$ cat config.mk
export PLATFORM = sky130hd
export DESIGN_NAME = fir_tap_sequencer
export DESIGN_NICKNAME = d
export VERILOG_FILES = /design/src/rtl/fir_pkg.sv /design/src/rtl/fir_tap_sequencer.sv
export SDC_FILE = /design/constraint.sdc
export NUM_CORES = 1
export LEC_CHECK = 0
export CAP_MARGIN = 20
export CORE_MARGIN = 3
export CORE_UTILIZATION = 50
export DETAILED_ROUTE_END_ITERATION = 12
export GPL_TIMING_DRIVEN = 0
export HOLD_SLACK_MARGIN = 0.1
export PLACE_DENSITY = 0.78
export SYNTH_ARGS = -nofsm -noshare
export SYNTH_HDL_FRONTEND = slang
export SYNTH_SLANG_ARGS = --single-unit
$ cat constraint.sdc
create_clock -name clk_rd -period 6.1 [get_ports clk_rd]
set_input_delay 1.525 -clock clk_rd [delete_from_list [all_inputs] [get_ports clk_rd]]
set_output_delay 1.525 -clock clk_rd [all_outputs]
set_load 0.01 [all_outputs]
$ cat src/rtl/fir_pkg.sv
// Shared definitions for the FIR read-side controller: state encoding and
// default geometry of the sample RAM / coefficient ROM and MAC pipeline.
package fir_pkg;

   localparam int AW_DEF      = 5;
   localparam int SAMPLE_W    = 16;
   localparam int MAC_LAT_DEF = 2;

   typedef enum logic [2:0] {
      S_CLR,
      S_IDLE,
      S_POP,
      S_LOAD,
      S_MAC,
      S_DRAIN,
      S_OUT
   } state_t;

endpackage

$ cat src/rtl/fir_tap_sequencer.sv
// Read-side sequencer: pops a FIFO sample into the circular sample RAM, issues
// one MAC per tap (newest sample first), waits for the MAC pipeline, then presents y_valid.
module fir_tap_sequencer
   import fir_pkg::*;
#(
   parameter int AW      = AW_DEF,
   parameter int MAC_LAT = MAC_LAT_DEF
) (
   input  logic          clk_rd,
   input  logic          rst,
   input  logic [AW:0]   cfg_ntaps,
   input  logic          fifo_empty,
   output logic          fifo_rd_en,
   output logic          samp_we,
   output logic          samp_zero,
   output logic [AW-1:0] samp_waddr,
   output logic [AW-1:0] samp_raddr,
   output logic [AW-1:0] coef_addr,
   output logic          mac_clr,
   output logic          mac_en,
   output logic          y_valid,
   input  logic          y_ready,
   output logic          busy
);

   localparam int            DEPTH      = 1 << AW;
   localparam logic [AW-1:0] CNT_MAX    = AW'(DEPTH - 1);
   localparam logic [AW-1:0] DRAIN_LAST = AW'(MAC_LAT - 1);

   state_t        state_q, state_d;
   logic [AW-1:0] cnt_q,   cnt_d;
   logic [AW-1:0] wptr_q,  wptr_d;
   logic [AW-1:0] last_q,  last_d;
   logic          run_q,   run_d;

   // Index of the final tap after clamping the tap count into 1..DEPTH.
   function automatic logic [AW-1:0] last_tap(input logic [AW:0] ntaps);
      if (ntaps == '0)
         return '0;
      else if (ntaps > (AW+1)'(DEPTH))
         return CNT_MAX;
      else
         return AW'(ntaps - 1'b1);
   endfunction

   // NOTE: sequential state uses non-blocking assignments so every flop samples
   // pre-edge values regardless of process evaluation order.
   always_ff @(posedge clk_rd or posedge rst) begin
      if (rst) begin
         state_q <= S_CLR;
         cnt_q   <= '0;
         wptr_q  <= '0;
         last_q  <= '0;
         run_q   <= 1'b0;
      end else begin
         state_q <= state_d;
         cnt_q   <= cnt_d;
         wptr_q  <= wptr_d;
         last_q  <= last_d;
         run_q   <= run_d;
      end
   end

   // NOTE: every signal driven here gets a default first, so no path can
   // leave one unassigned and infer a latch.
   always_comb begin
      state_d    = state_q;
      cnt_d      = cnt_q;
      wptr_d     = wptr_q;
      last_d     = last_q;
      run_d      = 1'b1;
      fifo_rd_en = 1'b0;
      samp_we    = 1'b0;
      samp_zero  = 1'b0;
      samp_waddr = '0;
      samp_raddr = '0;
      coef_addr  = '0;
      mac_clr    = 1'b0;
      mac_en     = 1'b0;
      y_valid    = 1'b0;
      busy       = 1'b0;

      // run_q keeps every strobe low while reset is applied and for the
      // single cycle after release, so the clear sweep starts cleanly at 0.
      if (run_q) begin
         busy = (state_q != S_IDLE);
         case (state_q)
            S_CLR: begin
               samp_we    = 1'b1;
               samp_zero  = 1'b1;
               samp_waddr = cnt_q;
               if (cnt_q == CNT_MAX) begin
                  cnt_d   = '0;
                  state_d = S_IDLE;
               end else begin
                  cnt_d = cnt_q + 1'b1;
               end
            end
            S_IDLE: begin
               if (!fifo_empty) state_d = S_POP;
            end
            S_POP: begin
               if (fifo_empty) begin
                  state_d = S_IDLE;
               end else begin
                  fifo_rd_en = 1'b1;
                  last_d     = last_tap(cfg_ntaps);
                  state_d    = S_LOAD;
               end
            end
            S_LOAD: begin
               samp_we    = 1'b1;
               samp_waddr = wptr_q;
               cnt_d      = '0;
               state_d    = S_MAC;
            end
            S_MAC: begin
               mac_en     = 1'b1;
               mac_clr    = (cnt_q == '0);
               coef_addr  = cnt_q;
               samp_raddr = wptr_q - cnt_q;
               if (cnt_q == last_q) begin
                  wptr_d  = wptr_q + 1'b1;
                  cnt_d   = '0;
                  state_d = S_DRAIN;
               end else begin
                  cnt_d = cnt_q + 1'b1;
               end
            end
            S_DRAIN: begin
               if (cnt_q == DRAIN_LAST) begin
                  cnt_d   = '0;
                  state_d = S_OUT;
               end else begin
                  cnt_d = cnt_q + 1'b1;
               end
            end
            S_OUT: begin
               y_valid = 1'b1;
               if (y_ready) state_d = S_IDLE;
            end
            default: state_d = S_CLR;
         endcase
      end
   end

endmodule

==> results by group <==
Outcome
  • Status: finished, final reports clean

Global route
  • Largest net degree at the start of global routing: 20
  • Antenna violations before repair: 0
  • Remaining Overflow, GRT: 0
  • Global-route usage over all layers: 21.0%
  • Vias in the first global route: 1522
  • Global-route wire length before repair: 6700 um

Power
  • Max IR drop VDD: 0.221 mV
  • Clock power share: 8.6%
  • Leak pwr: 0.000859 uW
  • Sw Ratio: 47.7%
  • Int Pwr: 437 uW
  • Comb power frac: 63.3%
  • Switching pwr: 399 uW
  • Power Density: 425 mW/mm^2
  • Part of the power in registers: 28.1%

Route
  • Post-route ant nets: 0
  • Top sig layer: met4
  • DRT met1 WL: 1640 um
  • Vias per std cell: 5.68
  • Vias: 1523
  • # DRC: 0
  • Final wirelength: 3880 um
  • 1st-pass router iterations: 4
  • Routed met2 length: 1990 um
  • Wire length on met3: 181 um
  • First DRT Iteration DRCs: 108
  • Post-DR wirelength/cell: 14.5 um

Setup path
  • R2R Path End: cnt_q[3]
  • Critical path class: input port to primary output
  • Critical R2R Launch: cnt_q[0]
  • Crit Path Max Fanout: 10
  • Reg2Reg Setup Slack: 3.71 ns
  • Crit end category: primary output
  • Worst setup SP type: input port
  • Critical Path RT: 4.58 ns
  • WP data arrival: 3.12 ns
  • FF-to-FF path depth: 7

Layout
  • Nets: 249
  • Non-filler cells, final: 268
  • # diodes: 0
  • Most frequent cells in the layout: clkdlybuf4s50_1 (31), nor2_1 (21), dfrtp_1 (19), nand2_1 (18), inv_1 (16)
  • Layout cells sized above 1: 6.64%
  • Area grow syn2layout: 24.7%
  • Most common cell after layout, fill and taps aside: clkdlybuf4s50_1
  • Post-Layout Inst Area: 0.00197 mm^2

Die
  • Die ar.: 0.00387 mm^2
  • Core area: 0.00288 mm^2
  • Initial Utilization: 54.8%
  • Die height: 62.2 um
  • IO Pins: 32
  • Die X: 62.2 um
  • Num rows: 19

Worst hold path
  • HP Start: last_q[3]
  • Hold EP: last_q[3]
  • Hold path depth: 2
  • Worst hold path class: flop to flop

Timing
  • Setup tns final: 0 ns
  • Hold Slack: 0.520 ns
  • Setup Viol. Count Final: 0
  • Fmax: 215 MHz
  • Worst-Margin Slew: 0.763 ns
  • Final hold viol count: 0
  • RSZ-0062 raised after global routing: false
  • Minimum clock period: 4.65 ns
  • Period utilization: 76.2%
  • Clock Skew: 0.00668 ns
  • Max-slew violation count: 0
  • Worst slew margin: 49.1%
  • Setup ws final: 1.45 ns

Yosys
  • Ys async rst share: 100%
  • EDFF count, synth: 0
  • Count of different cell masters after synthesis: 43
  • Synth top area share: 30.1%
  • Synth area leader: dfrtp_1
  • Post-Syn Area: 0.00158 mm^2
  • Syn nets: 213
  • Mapped Cells: 191
  • Top cells by area, synth: dfrtp_1 (30%), ha_1 (8.7%), xnor2_1 (6.7%), nor2_1 (5.0%), nand2_1 (4.3%)
  • Synth Register Bits: 19
  • Part of the Yosys area used for sequential elements: 30.1%
  • Mean Syn Cell Area: 8.26 um^2
  • Yosys warns: 0
  • Top FF cell, synth: dfrtp_1

Placement
  • Placer Congestion: 0.838
  • PortBufs: 31
  • Inst Count DP: 264
  • Dpl hpwl: 3060 um
  • Worst slack, placed: 1.44 ns
  • Placed Area: 0.00194 mm^2

CTS
  • CTS H-Tree Depth: 1
  • Postcts setup bufs: 0
  • Clk buf depth: 2
  • Clock latency on the worst-skew pair: 0.32 ns
  • Hold buffers post-CTS: 0
  • Clk root buf: clkbuf_4
  • CTS buffer count: 3
  • Post-cts sizing count: 0
  • # clock sinks: 19
  • Reg clk slew, reported paths: 0.12 ns
  • CTS tree: done

Run
  • Max Cap Violations: 0
-- per-layer routing --
layer / up-vias / track usage (%)
li1: 724 / -
met1: 745 / 24.7
met2: 45 / 38.2
met3: 9 / 3.24
met4: 0 / 8.29
met5: - / 0
-- worst max-delay path, cell delays in order --
cell and delay, ns:
clkdlybuf4s50_1 0.45, nor3_1 0.20, nand2_1 0.09, clkbuf_1 0.22, inv_1 0.10, clkdlybuf4s50_1 0.53
-- cell usage after synthesis (2+ instances only) --
| master | number |
|---|---|
| nand2b_1 | 4 |
| and2_1 | 3 |
| o31ai_1 | 4 |
| nor2b_1 | 3 |
| xnor2_1 | 12 |
| and3_1 | 3 |
| nand4_1 | 3 |
| nor3_1 | 8 |
| nor2_1 | 21 |
| maj3_1 | 3 |
| buf_2 | 2 |
| nand3b_1 | 2 |
| nand2_1 | 18 |
| o21ai_0 | 10 |
| a22oi_1 | 5 |
| nand3_1 | 5 |
| xor2_1 | 3 |
| clkbuf_1 | 7 |
| ha_1 | 11 |
| a21o_1 | 2 |
| a21oi_1 | 5 |
| dfrtp_1 | 19 |
| inv_1 | 16 |
| a31oi_1 | 3 |
-- power groups by stage --
stage | Combinational, uW | Clock (uW) | Sequential, uW
detailed placement | 525 | 0 | 237
global placement | 507 | 0 | 234
finish | 530 | 72.3 | 235
global route | 591 | 76.6 | 241
CTS | 526 | 73.0 | 234
floorplan | 392 | 0 | 218
-- sequential cells by signal (all words and copies together), names as in the netlist --
signal and count:
cnt_q 5, last_q 5, run_q 1, state_q 3, wptr_q 5
-- kinds of logic after synthesis --
family,Yosys count,share of synthesized area (%)
simple gates,76,24.7
xor+xnor,15,8.33
mux,1,0.714
compound gates,37,16.7
buf+inv,27,7.30
fa+ha+maj,15,11.9
flops,19,30.1
other cells,1,0.238
-- through the flow --
step	total power, uW	utilization [%]
floorplan	611	-
global placement	741	67.5
detailed placement	761	67.5
CTS	833	68.4
global route	909	68.4
finish	837	68.4
-- worst max-delay path by stage --
stage | start | end | slack (ns) | cells past startpoint
6_report | fifo_empty | fifo_rd_en | 1.45 | 6
4_1_cts | fifo_empty | fifo_rd_en | 1.44 | 6
3_5_place_dp | fifo_empty | fifo_rd_en | 1.44 | 6
5_1_grt | fifo_empty | fifo_rd_en | 1.30 | 6
2_1_floorplan | fifo_empty | fifo_rd_en | 2.53 | 4
3_3_place_gp | fifo_empty | fifo_rd_en | 1.50 | 6
-- final cells by class --
class	instances	area, um^2
well taps	42	52.6
repair buffers	31	310
clock inverters	1	5.00
multi-input cells	145	987
plain buffers	11	55.1
inverters	16	60.1
flip-flops and latches	19	475
clock buffers	3	22.5
fillers	244	908
(Power assumes the default switching activity.)
